--- config.mk ---
export PLATFORM = sky130hd
export DESIGN_NAME = rf_wb_arbiter
export DESIGN_NICKNAME = d
export VERILOG_FILES = /design/src/rtl/rf_pkg.sv /design/src/rtl/rf_wb_hold.sv /design/src/rtl/rf_wb_arbiter.sv
export SDC_FILE = /design/constraint.sdc
export NUM_CORES = 1
export LEC_CHECK = 0
export BUFFER_PORTS_ARGS = -buffer_cell sky130_fd_sc_hd__buf_2
export CORE_MARGIN = 5
export CORE_UTILIZATION = 45
export CTS_CLUSTER_DIAMETER = 50
export DETAILED_ROUTE_END_ITERATION = 16
export PLACE_DENSITY = 0.69
export SLEW_MARGIN = 40
export SYNTH_ARGS = -nofsm -noshare
export SYNTH_HDL_FRONTEND = slang
export SYNTH_SLANG_ARGS = --single-unit
--- constraint.sdc ---
create_clock -name clk -period 13.3 [get_ports clk]
set_input_delay 3.325 -clock clk [delete_from_list [all_inputs] [get_ports clk]]
set_output_delay 3.325 -clock clk [all_outputs]
set_load 0.01 [all_outputs]
--- src/rtl/rf_pkg.sv ---
// Shared types and constants for the regfile writeback arbiter.
package rf_pkg;
    localparam int XLEN    = 64;
    localparam int RADDR_W = 5;

    // x0 is hardwired zero: writes to it are swallowed at the hold buffer.
    localparam logic [RADDR_W-1:0] REG_ZERO = '0;

    typedef struct packed {
        logic [RADDR_W-1:0] rd;
        logic [XLEN-1:0]    data;
    } wb_req_t;

    typedef enum logic {
        SRC_ALU = 1'b0,
        SRC_LSU = 1'b1
    } wb_src_e;
endpackage

--- src/rtl/rf_wb_hold.sv ---
// One-entry writeback holding buffer with valid/ready on the input side.
// Requests that target x0 complete the handshake but are never stored.
module rf_wb_hold
    import rf_pkg::*;
(
    input  logic    clk,
    input  logic    reset,
    input  logic    i_valid,
    output logic    o_ready,
    input  wb_req_t i_req,
    input  logic    i_grant,
    output logic    o_hold_v,
    output wb_req_t o_req
);
    logic w_accept;
    logic w_store;

    // A granted entry leaves this cycle, so the slot can be refilled in the same cycle.
    assign o_ready  = !o_hold_v || i_grant;
    assign w_accept = i_valid && o_ready;
    assign w_store  = w_accept && (i_req.rd != REG_ZERO);

    // Buffer occupancy: refill takes priority over drain when both happen.
    always_ff @(posedge clk or posedge reset) begin
        if (reset) begin
            o_hold_v <= 1'b0;
        end else if (w_store) begin
            o_hold_v <= 1'b1;
        end else if (i_grant) begin
            o_hold_v <= 1'b0;
        end
    end

    // Payload capture; no reset needed beyond keeping it deterministic.
    always_ff @(posedge clk or posedge reset) begin
        if (reset) begin
            o_req <= '0;
        end else if (w_store) begin
            o_req <= i_req;
        end
    end
endmodule

--- src/rtl/rf_wb_arbiter.sv ---
// Round-robin arbiter sharing the regfile write port between ALU (src 0)
// and LSU (src 1) writeback. Optional write-in-flight forwarding is built
// when RF_WB_FWD_EN is defined.
module rf_wb_arbiter
    import rf_pkg::*;
(
    input  logic               clk,
    input  logic               reset,
    input  logic               alu_valid,
    output logic               alu_ready,
    input  logic [RADDR_W-1:0] alu_rd,
    input  logic [XLEN-1:0]    alu_data,
    input  logic               lsu_valid,
    output logic               lsu_ready,
    input  logic [RADDR_W-1:0] lsu_rd,
    input  logic [XLEN-1:0]    lsu_data,
`ifdef RF_WB_FWD_EN
    input  logic [RADDR_W-1:0] fwd_rs1,
    input  logic [RADDR_W-1:0] fwd_rs2,
    output logic               fwd_hit1,
    output logic               fwd_hit2,
    output logic [XLEN-1:0]    fwd_data1,
    output logic [XLEN-1:0]    fwd_data2,
`endif
    output logic               rf_reg_write,
    output logic [RADDR_W-1:0] rf_write_register,
    output logic [XLEN-1:0]    rf_write_data
);
    logic    w_alu_hold_v, w_lsu_hold_v;
    logic    w_alu_grant,  w_lsu_grant;
    wb_req_t w_alu_req,    w_lsu_req;
    wb_req_t w_win_req;
    wb_src_e r_rr;

    rf_wb_hold u_hold_alu (
        .clk      (clk),
        .reset    (reset),
        .i_valid  (alu_valid),
        .o_ready  (alu_ready),
        .i_req    ('{rd: alu_rd, data: alu_data}),
        .i_grant  (w_alu_grant),
        .o_hold_v (w_alu_hold_v),
        .o_req    (w_alu_req)
    );

    rf_wb_hold u_hold_lsu (
        .clk      (clk),
        .reset    (reset),
        .i_valid  (lsu_valid),
        .o_ready  (lsu_ready),
        .i_req    ('{rd: lsu_rd, data: lsu_data}),
        .i_grant  (w_lsu_grant),
        .o_hold_v (w_lsu_hold_v),
        .o_req    (w_lsu_req)
    );

    // Arbitration: a lone holder wins; on contention the rr pointer decides.
    always_comb begin
        w_alu_grant = w_alu_hold_v && (!w_lsu_hold_v || (r_rr == SRC_ALU));
        w_lsu_grant = w_lsu_hold_v && (!w_alu_hold_v || (r_rr == SRC_LSU));
        w_win_req   = w_alu_grant ? w_alu_req : w_lsu_req;
    end

    // Round-robin pointer: after a grant, favour the other source.
    always_ff @(posedge clk or posedge reset) begin
        if (reset) begin
            r_rr <= SRC_ALU;
        end else if (w_alu_grant) begin
            r_rr <= SRC_LSU;
        end else if (w_lsu_grant) begin
            r_rr <= SRC_ALU;
        end
    end

    // Registered write stage; index/data hold their last value when idle.
    always_ff @(posedge clk or posedge reset) begin
        if (reset) begin
            rf_reg_write      <= 1'b0;
            rf_write_register <= '0;
            rf_write_data     <= '0;
        end else begin
            rf_reg_write <= w_alu_grant || w_lsu_grant;
            if (w_alu_grant || w_lsu_grant) begin
                rf_write_register <= w_win_req.rd;
                rf_write_data     <= w_win_req.data;
            end
        end
    end

`ifdef RF_WB_FWD_EN
    // Bypass the write in flight, since the regfile read still returns the old value this cycle.
    always_comb begin
        fwd_hit1  = rf_reg_write && (rf_write_register == fwd_rs1) && (fwd_rs1 != REG_ZERO);
        fwd_hit2  = rf_reg_write && (rf_write_register == fwd_rs2) && (fwd_rs2 != REG_ZERO);
        fwd_data1 = fwd_hit1 ? rf_write_data : '0;
        fwd_data2 = fwd_hit2 ? rf_write_data : '0;
    end
`endif
endmodule
==> qor.csv, run 1 <==
metric;value;unit
maximum vdd drop;0.130;mV
pwr dens;221;nW/um^2
Synth Area in XOR/XNOR;0;
DR iter-0 viols;240;
CP Data Required Time;13.70;ns
compound-cell area share of the yosys netlist;0.0631;
port bufs;213;
Fin. Hold Viols;0;
hold_buf cts;0;
crit-path cells;buf_2 > or4_1 > o211ai_4 > buf_4 > mux2_2;
Synth area leader;dfrtp_1;
Clock Sinks;211;
Max-slew headroom;0.441;
static leakage power;4.96;nW
CTS buffer count;27;
status;complete, no violations;
Post-Synth Simple-Gate Area;0.0937;
Seq cells post-synth;211;
Async S/R FF share, synth;1.00;
io pins;214;
die width;146;um
largest family of logic cells by synthesized area;multiplexers;
syn_nets;825;
clock skew;0.0108;ns
Critical path buffers and inverters;2;
Max clock buf depth;3;
Slew Limit Fails;0;
Post-CTS Setup Inserts;0;
total track usage;0.184;
initial antenna violation count;2;
core region area;18500;um^2
Min-Delay Path Class;flop to flop;
top post-synthesis cells by count;dfrtp_1, nand2_1, mux2_2, a31oi_1, nor2_1;
final setup vio count;0;
CTS resizes;0;
Rows;50;
post-synth top area share;0.630;
Worst Path Max Fanout;56;
Die Y;146;um
first-pass GRT wire length;32200;um
slowest stage cell, crit path;buf_4;
Post-Syn Instances;683;
sequential fraction of the synthesis area;0.630;
post-synthesis mux area share;0.183;
Synth warnings;0;
CP peak stage delay;0.78;ns
clock-pin transition on the worst setup and hold timing paths;0.06;ns
Synth area leaders;dfrtp_1, mux2_2, nand2_1;
Placer Congestion;0.790;
Post-synth EDFFs;0;
number of global-route vias before repair;6092;
layout cells sized above 1;0.437;
RSZ-0062 raised after global routing;false;
GRT Residual Overflow;0;
fmax;0.188;GHz
final period utilization;0.399;
Routed WL per cell;17.3;um
post-synth cell types;25;
drt first pass iters;6;
commonest register cell after synthesis;dfrtp_1;
Max Cap Violations;0;
Root Driver;clkbuf_16;
clk_lat worst skew;0.52;ns
total negative slack;0;ns
die footprint;21500;um^2
crit path DAT;5.71;ns
Post-Synthesis Cell Area;8380;um^2
ANT nets after route;0;
initial cell density of the core;0.453;
syn_area_per_cell;12.3;um^2
DR vias;5838;
H-tree lvl count;1;
# DRC;0;
vias per cell;5.11;
most frequent cell after synthesis;dfrtp_1;
CP Class;primary input to flop;
largest net degree at the start of global routing;137;
Adder-Cell Fraction of Synth Area;0;
placed cell area;9640;um^2
layout net count;1032;
CTS tree;built;
WL final;19800;um
Area Growth Syn to Fin;26.1;%
WHS;0.487;ns
HPWL after DPL;13100;um
Finished Cell Area;10600;um^2
Tightest Pin Transition;0.839;ns
CP endpoint kind;flop;
startpoint types;primary input;
crit-path leading delay family;buffers and inverters;
post-layout minimum cycle time;5.31;ns
==> final cells by class <==
class                      count  area (um^2)
clock inverter                13          206
sequential                   211         5280
inverter                       6         35.0
clock buffer                  34          722
fill                        1553         7940
antenna                        1         2.50
multi-input combinational    422         2880
timing repair buffer         222         1150
tap                          234          293
==> logic make-up after synthesis <==
kind of cell,count (synthesis)
DFF,211
and+or+nand+nor,204
buffers and inverters,50
muxes,136
AOI/OAI and AO/OA,82
==> metal layers <==
| layer | part of all wire | vias up | GRT usage | wire length (um) |
|---|---|---|---|---|
| li1 | - | 2768 | - | - |
| met1 | 0.44 | 2861 | 0.248 | 8690 |
| met4 | 0.022 | 2 | 0.0480 | 431 |
| met5 | 0.00066 | - | 0 | 13 |
| met2 | 0.47 | 170 | 0.295 | 9330 |
| met3 | 0.067 | 37 | 0.0509 | 1330 |
==> final timing paths <==
path	cells after the start	endpoint	from	slack, ns
hold / removal	1	u_hold_lsu.o_req[0]$_DFFE_PP0P_	u_hold_lsu.o_req[0]$_DFFE_PP0P_	0.49
max in group asynchronous	3	rf_write_data[9]$_DFFE_PP0P_	reset	9.25
min in group asynchronous	2	u_hold_lsu.o_req[40]$_DFFE_PP0P_	reset	2.93
setup / recovery	5	u_hold_alu.o_req[31]$_DFFE_PP0P_	alu_rd[0]	7.99
setup reg to reg	6	u_hold_lsu.o_req[31]$_DFFE_PP0P_	r_rr$_DFFE_PP0P_	10.87
hold reg to reg	1	u_hold_lsu.o_req[0]$_DFFE_PP0P_	u_hold_lsu.o_req[0]$_DFFE_PP0P_	0.49
==> power breakdown <==
part           total (mW)  switching, mW  internal [mW]
clock               0.748          0.267          0.481
combinational       0.605          0.326          0.279
sequential          0.985          0.121          0.865
total                2.34          0.714           1.62
==> state kept, by name, summed over array words and instances, names as in the netlist <==
register	cells
rf_write_data	64
u_hold_alu.o_req	69
r_rr	1
u_hold_alu.o_hold_v	1
rf_reg_write	1
u_hold_lsu.o_req	69
u_hold_lsu.o_hold_v	1
rf_write_register	5
==> stage by stage <==
step	cells	worst slack, ns	power (mW)	util
finish	1143	7.99	2.34	0.571
global route	1143	7.89	2.48	0.571
CTS	1142	7.96	2.37	0.571
detailed placement	1095	7.41	1.61	0.520
global placement	1093	7.22	1.58	0.518
floorplan	683	4.21	1.36	-
==> cell usage in the layout (no fill, tap or decap), drive strengths merged <==
cell type,instances
clkbuf,34
a21oi,4
o21ai,3
a21boi,1
clkinv,3
o22ai,4
nor2,65
a31oi,65
nand3,1
mux2,136
or2,1
or4,2
inv,9
clkinvlp,2
buf,222
and2,1
nand2,132
nand2b,1
dfrtp,211
a21bo,1
nand3b,1
diode,1
a32o,2
o211ai,2
bufinv,5
==> worst register-to-register path, cell delays in order (launching register included) <==
cell and delay, ns:
dfrtp_1 0.45, nand3b_1 0.33, o211ai_4 0.20, buf_8 0.22, buf_8 0.18, buf_4 0.52
mux2_2 0.42
Note: power is estimated with default switching activity, not from simulation.
==> inputs of run 2 (changes only) <==
Settings changed: PLACE_DENSITY 0.69 to 0.72.
Clock period 13.3 ns to 4.35 ns, I/O delays scaled along.
==> run 2 against run 1 <==
- combinational power grew to 3.1 times the previous value
- wire length is 0.97% higher
- sequential cell count unchanged
- setup slack got worse by 6.3 ns
- register-to-register slack got worse by 8.6 ns
- clock power increased to 2.9 times the previous value
- final cell count is 0.26% higher
- non-clock buffer count up 7
- global-route usage rose by 0.45 points
- critical path depth stayed put
- clock-buffer cell count is the same
- critical endpoint is now u_hold_alu.o_req[43]$_DFFE_PP0P_
==> qor.csv, run 2 (synthesis results as in run 1) <==
metric;value;unit;change
io pins;214;;unchanged
ANT nets after route;0;;unchanged
total power;7.04;mW;+200%
Root Driver;clkbuf_16;;
total track usage;0.188;;+0.00452
DR vias;5910;;+1.2%
Die Y;146;um;unchanged
most common cell after layout, fill and taps aside;buf_2;;
DR iter-0 viols;231;;-3.8%
reg2reg start;u_hold_lsu.o_hold_v$_DFFE_PP0P_;;
hold path depth;1;;unchanged
Max-slew headroom;0.493;;+0.0519
CTS tree;built;;
commonest non-fill, non-tap cells in the layout;buf_2, dfrtp_1, nand2_1;;
total negative slack;0;ns;unchanged
Gate power share;0.268;;+0.009
startpoint types;primary input;;
fill count;1570;;+1.1%
layout net count;1037;;+0.48%
crit path DAT;3.06;ns;-2.65 ns
WHS;0.491;ns;+0.00399 ns
first-pass GRT wire length;33000;um;+2.5%
sw frac;0.308;;+0.00238
final setup vio count;0;;unchanged
P_int;4.88;mW;+200%
die footprint;21500;um^2;unchanged
Slew Limit Fails;0;;unchanged
Max clock buf depth;3;;unchanged
port bufs;213;;unchanged
Clock Sinks;211;;unchanged
Max Cap Violations;0;;unchanged
worst-case reg-to-reg path depth;4;;-2
status;complete, no violations;;
CP Data Required Time;4.74;ns;-8.96 ns
fmax;0.374;GHz;
vias per cell;5.16;;+0.97%
Flop pwr share;0.426;;+0.005
initial antenna violation count;2;;unchanged
# DRC;0;;unchanged
GRT Residual Overflow;0;;unchanged
CP Class;primary input to flop;;
pwr dens;665;nW/um^2;+200%
Min-Delay Path Class;flop to flop;;
Rows;50;;unchanged
Regs by FF count;u_hold_alu.o_req x69, u_hold_lsu.o_req x69, rf_write_data x64;;
layout cells sized above 1;0.439;;+0.00185
drt first pass iters;4;;-2
H-tree lvl count;1;;unchanged
CTS resizes;0;;unchanged
Critical Path Start;alu_rd[0];;
die width;146;um;unchanged
hold_buf cts;0;;unchanged
Placer Congestion;0.780;;-1.3%
HPWL after DPL;13300;um;+1.8%
Worst Path Max Fanout;54;;-3.6%
clock-pin transition on the worst setup and hold timing paths;0.06;ns;about the same
CP endpoint kind;flop;;
Post-CTS Setup Inserts;0;;unchanged
Clock power frac;0.306;;-0.014
largest net degree at the start of global routing;80;;-42%
CTS buffer count;25;;-7.4%
WL final;20000;um;+0.97%
clk_lat worst skew;0.51;ns;about the same
Switch Pwr;2.17;mW;+200%
RSZ-0062 raised after global routing;false;;
static leakage power;4.97;nW;+0.27%
min-delay src;u_hold_lsu.o_req[3]$_DFFE_PP0P_;;
initial cell density of the core;0.453;;unchanged
clock skew;0.0233;ns;+0.0125 ns
Tightest Pin Transition;0.761;ns;-0.0778 ns
core region area;18500;um^2;unchanged
maximum vdd drop;0.362;mV;+180%
Area Growth Syn to Fin;26.4;%;
number of global-route vias before repair;6358;;+4.4%
post-layout minimum cycle time;2.67;ns;
Routed WL per cell;17.4;um;+0.70%
final period utilization;0.614;;
Fin. Hold Viols;0;;unchanged
fin util;0.572;;+0.00122
==> run 2: cell count changes in the layout (fill, tap and decap cells not counted), moves of 2 or more <==
cell	before	now
clkbuf_16	27	25
clkinv_2	3	1
buf_12	0	3
clkbuf_8	2	4
buf_4	6	11
==> run 2: path summary, 6_finish.rpt <==
check / endpoint / slack [ns]
worst max-delay path: u_hold_alu.o_req[43]$_DFFE_PP0P_ / 1.68
worst min-delay path: u_hold_lsu.o_req[3]$_DFFE_PP0P_ / 0.49
worst max register to register: u_hold_alu.o_req[43]$_DFFE_PP0P_ / 2.26
worst min register to register: u_hold_lsu.o_req[3]$_DFFE_PP0P_ / 0.49
max in group asynchronous: rf_write_data[41]$_DFFE_PP0P_ / 2.84
min in group asynchronous: rf_write_data[7]$_DFFE_PP0P_ / 0.61
==> run 2: power by group through the flow <==
stage | Clock [mW] | Sequential (mW) | Combinational (mW)
floorplan | 0 | 3.12 | 1.05
global placement | 0 | 3.01 | 1.85
detailed placement | 0 | 3.04 | 1.91
CTS | 2.21 | 3.01 | 1.92
global route | 2.30 | 3.09 | 2.09
finish | 2.16 | 3.00 | 1.88
==> run 2: stage by stage <==
step,cells,setup WS (ns),area (um^2)
after detailed placement,1101,1.15,9710
after global routing,1146,1.60,10600
after floorplan,683,0.520,8390
after global placement,1099,1.16,9670
after CTS,1144,1.68,10600
final,1146,1.68,10600
==> run 2: worst max-delay path, cell delays in order <==
cell	delay (ns)
buf_2	0.13
or4_1	0.58
o211ai_4	0.19
buf_4	0.64
mux2_2	0.41
==> run 2: final cells by class <==
class | instances | area (um^2) | share of cell area
clock inverter | 9 | 161 | 0.0152
tap | 234 | 293 | 0.0276
multi-input combinational | 422 | 2880 | 0.272
clock buffer | 34 | 699 | 0.0660
inverter | 6 | 26.3 | 0.00248
timing repair buffer | 229 | 1250 | 0.118
antenna | 1 | 2.50 | 0.000236
sequential | 211 | 5280 | 0.498
==> run 2: metal layers <==
layer	GRT usage	share of wire
met2	0.314	0.48
met5	0	0.00065
met1	0.244	0.43
met3	0.0528	0.074
met4	0.0470	0.019
==> inputs of run 3 (changes only) <==
Settings changed: PLACE_DENSITY 0.72 to 0.69.
Clock period 4.35 ns to 2.7 ns, I/O delays scaled along.
==> run 3 against run 2 <==
- critical path depth shrank 3
- total power grew 64%
- final cell count grew 0.35%
- largest cell class unchanged
==> qor.csv, run 3 (synthesis results as in run 1) <==
metric;value;unit;change
status;complete, no violations;;
Fin. Hold Viols;0;;unchanged
Die Y;146;um;unchanged
clock-pin transition on the worst setup and hold timing paths;0.06;ns;about the same
Post-CTS Setup Inserts;0;;unchanged
Min-Delay Path Class;primary input to async pin;;
hold_buf cts;0;;unchanged
initial antenna violation count;0;;-2
Max clock buf depth;3;;unchanged
GRT Residual Overflow;0;;unchanged
CP Data Required Time;2.03;ns;-2.71 ns
Area Growth Syn to Fin;27.4;%;
final setup vio count;0;;unchanged
post-layout minimum cycle time;2.17;ns;
clk_lat worst skew;0.52;ns;about the same
DR vias;5871;;-0.66%
fill count;1575;;+0.32%
Place WS;0.235;ns;-0.914 ns
Clock power frac;0.317;;+0.011
WHS;0.0770;ns;-0.414 ns
final period utilization;0.803;;
total power;11.5;mW;+64%
WL final;19800;um;-0.86%
crit path DAT;1.49;ns;-1.57 ns
Rows;50;;unchanged
drt first pass iters;4;;unchanged
Worst Path Max Fanout;6;;-89%
Routed WL per cell;17.2;um;-1.2%
Regs by FF count;u_hold_alu.o_req x69, u_hold_lsu.o_req x69, rf_write_data x64;;
fmax;0.461;GHz;
final setup margin;0.533;ns;-1.15 ns
total track usage;0.185;;-0.00353
static leakage power;5.01;nW;+0.83%
CTS buffer count;27;;+8.0%
CTS tree;built;;
Root Driver;clkbuf_16;;
Switch Pwr;3.63;mW;+67%
layout net count;1036;;-0.096%
commonest non-fill, non-tap cells in the layout;buf_2, dfrtp_1, nand2_1;;
HPWL after DPL;13100;um;-1.5%
layout cells sized above 1;0.447;;+0.00792
Max-slew headroom;0.636;;+0.143
Clock Sinks;211;;unchanged
slowest stage cell, crit path;dfrtp_1;;
sw frac;0.315;;+0.00710
vias per cell;5.11;;-1.0%
Placer Congestion;0.773;;-0.81%
number of global-route vias before repair;6221;;-2.2%
crit-path cells;nand3b_1 > buf_2;;
die width;146;um;unchanged
# DRC;0;;unchanged
most common cell after layout, fill and taps aside;buf_2;;
Max Cap Violations;0;;unchanged
initial cell density of the core;0.453;;unchanged
RSZ-0062 raised after global routing;false;;
CP peak stage delay;0.45;ns;-0.19 ns
CTS resizes;0;;unchanged
pwr dens;1080;nW/um^2;+62%
Tightest Pin Transition;0.547;ns;-0.215 ns
clock skew;0.0132;ns;-0.0101 ns
core region area;18500;um^2;unchanged
Slew Limit Fails;0;;unchanged
maximum vdd drop;0.718;mV;+98%
port bufs;213;;unchanged
largest net degree at the start of global routing;87;;+8.8%
P_int;7.90;mW;+62%
startpoint types;flop;;
die footprint;21500;um^2;unchanged
first-pass GRT wire length;32500;um;-1.7%
CP endpoint kind;primary output;;
DR iter-0 viols;243;;+5.2%
H-tree lvl count;1;;unchanged
Flop pwr share;0.420;;-0.006
io pins;214;;unchanged
CP Class;flop to primary output;;
Gate power share;0.263;;-0.005
fin util;0.577;;+0.00426
ANT nets after route;0;;unchanged
run 3: cell types whose count changed in the layout (fill, tap and decap cells not counted), moves of 2 or more:
cell	before	now
buf_12	3	8
buf_4	11	5
clkbuf_1	5	0
clkbuf_16	25	27
clkinv_2	1	6
clkinv_4	0	4
inv_6	2	4
run 3: per-layer routing:
metal / GRT usage / part of all wire
met5: 0 / 0
met4: 0.0362 / 0.013
met3: 0.0497 / 0.075
met2: 0.306 / 0.47
met1: 0.247 / 0.44
run 3: power groups by stage:
| stage | combinational (mW) | sequential (mW) | clock (mW) |
|---|---|---|---|
| final | 3.03 | 4.84 | 3.66 |
| after global routing | 3.35 | 4.98 | 3.89 |
| after CTS | 3.09 | 4.85 | 3.74 |
| after detailed placement | 3.09 | 4.89 | 0 |
| after global placement | 3.01 | 4.85 | 0 |
| after floorplan | 1.69 | 5.03 | 0 |
run 3: cell type report:
class | count | area, um^2 | area share
clock inverter | 20 | 216 | 0.0203
clock buffer | 30 | 717 | 0.0672
tap | 234 | 293 | 0.0274
timing repair buffer | 226 | 1260 | 0.118
multi-input combinational | 422 | 2880 | 0.270
sequential | 211 | 5280 | 0.495
antenna | 1 | 2.50 | 0.000234
inverter | 6 | 26.3 | 0.00246
run 3: worst max-delay path, delay by kind of cell, from the launching register on:
kind	cells	cell delay [ns]
buffers and inverters	1	0.21
flip-flops	1	0.45
AND/OR/NAND/NOR	1	0.31
run 3: per-stage QoR:
| step | std cells | area (um^2) | setup TNS [ns] |
|---|---|---|---|
| global placement | 1099 | 9740 | 0 |
| floorplan | 683 | 8390 | -151.33 |
| detailed placement | 1099 | 9740 | 0 |
| CTS | 1149 | 10700 | 0 |
| global route | 1149 | 10700 | 0 |
| finish | 1150 | 10700 | 0 |
run 3: path summary, 6_finish.rpt:
| path | slack [ns] | startpoint | to | cells after the start |
|---|---|---|---|---|
| min | 0.08 | reset | u_hold_alu.o_req[19]$_DFFE_PP0P_ | 2 |
| min reg2reg | 0.49 | u_hold_lsu.o_req[65]$_DFFE_PP0P_ | u_hold_lsu.o_req[65]$_DFFE_PP0P_ | 1 |
| max reg2reg | 0.89 | r_rr$_DFFE_PP0P_ | u_hold_lsu.o_req[13]$_DFFE_PP0P_ | 4 |
| max | 0.53 | r_rr$_DFFE_PP0P_ | lsu_ready | 2 |
| max in group asynchronous | 1.93 | reset | u_hold_alu.o_req[50]$_DFFE_PP0P_ | 3 |
| min in group clk | 0.37 | lsu_data[0] | u_hold_lsu.o_req[0]$_DFFE_PP0P_ | 2 |
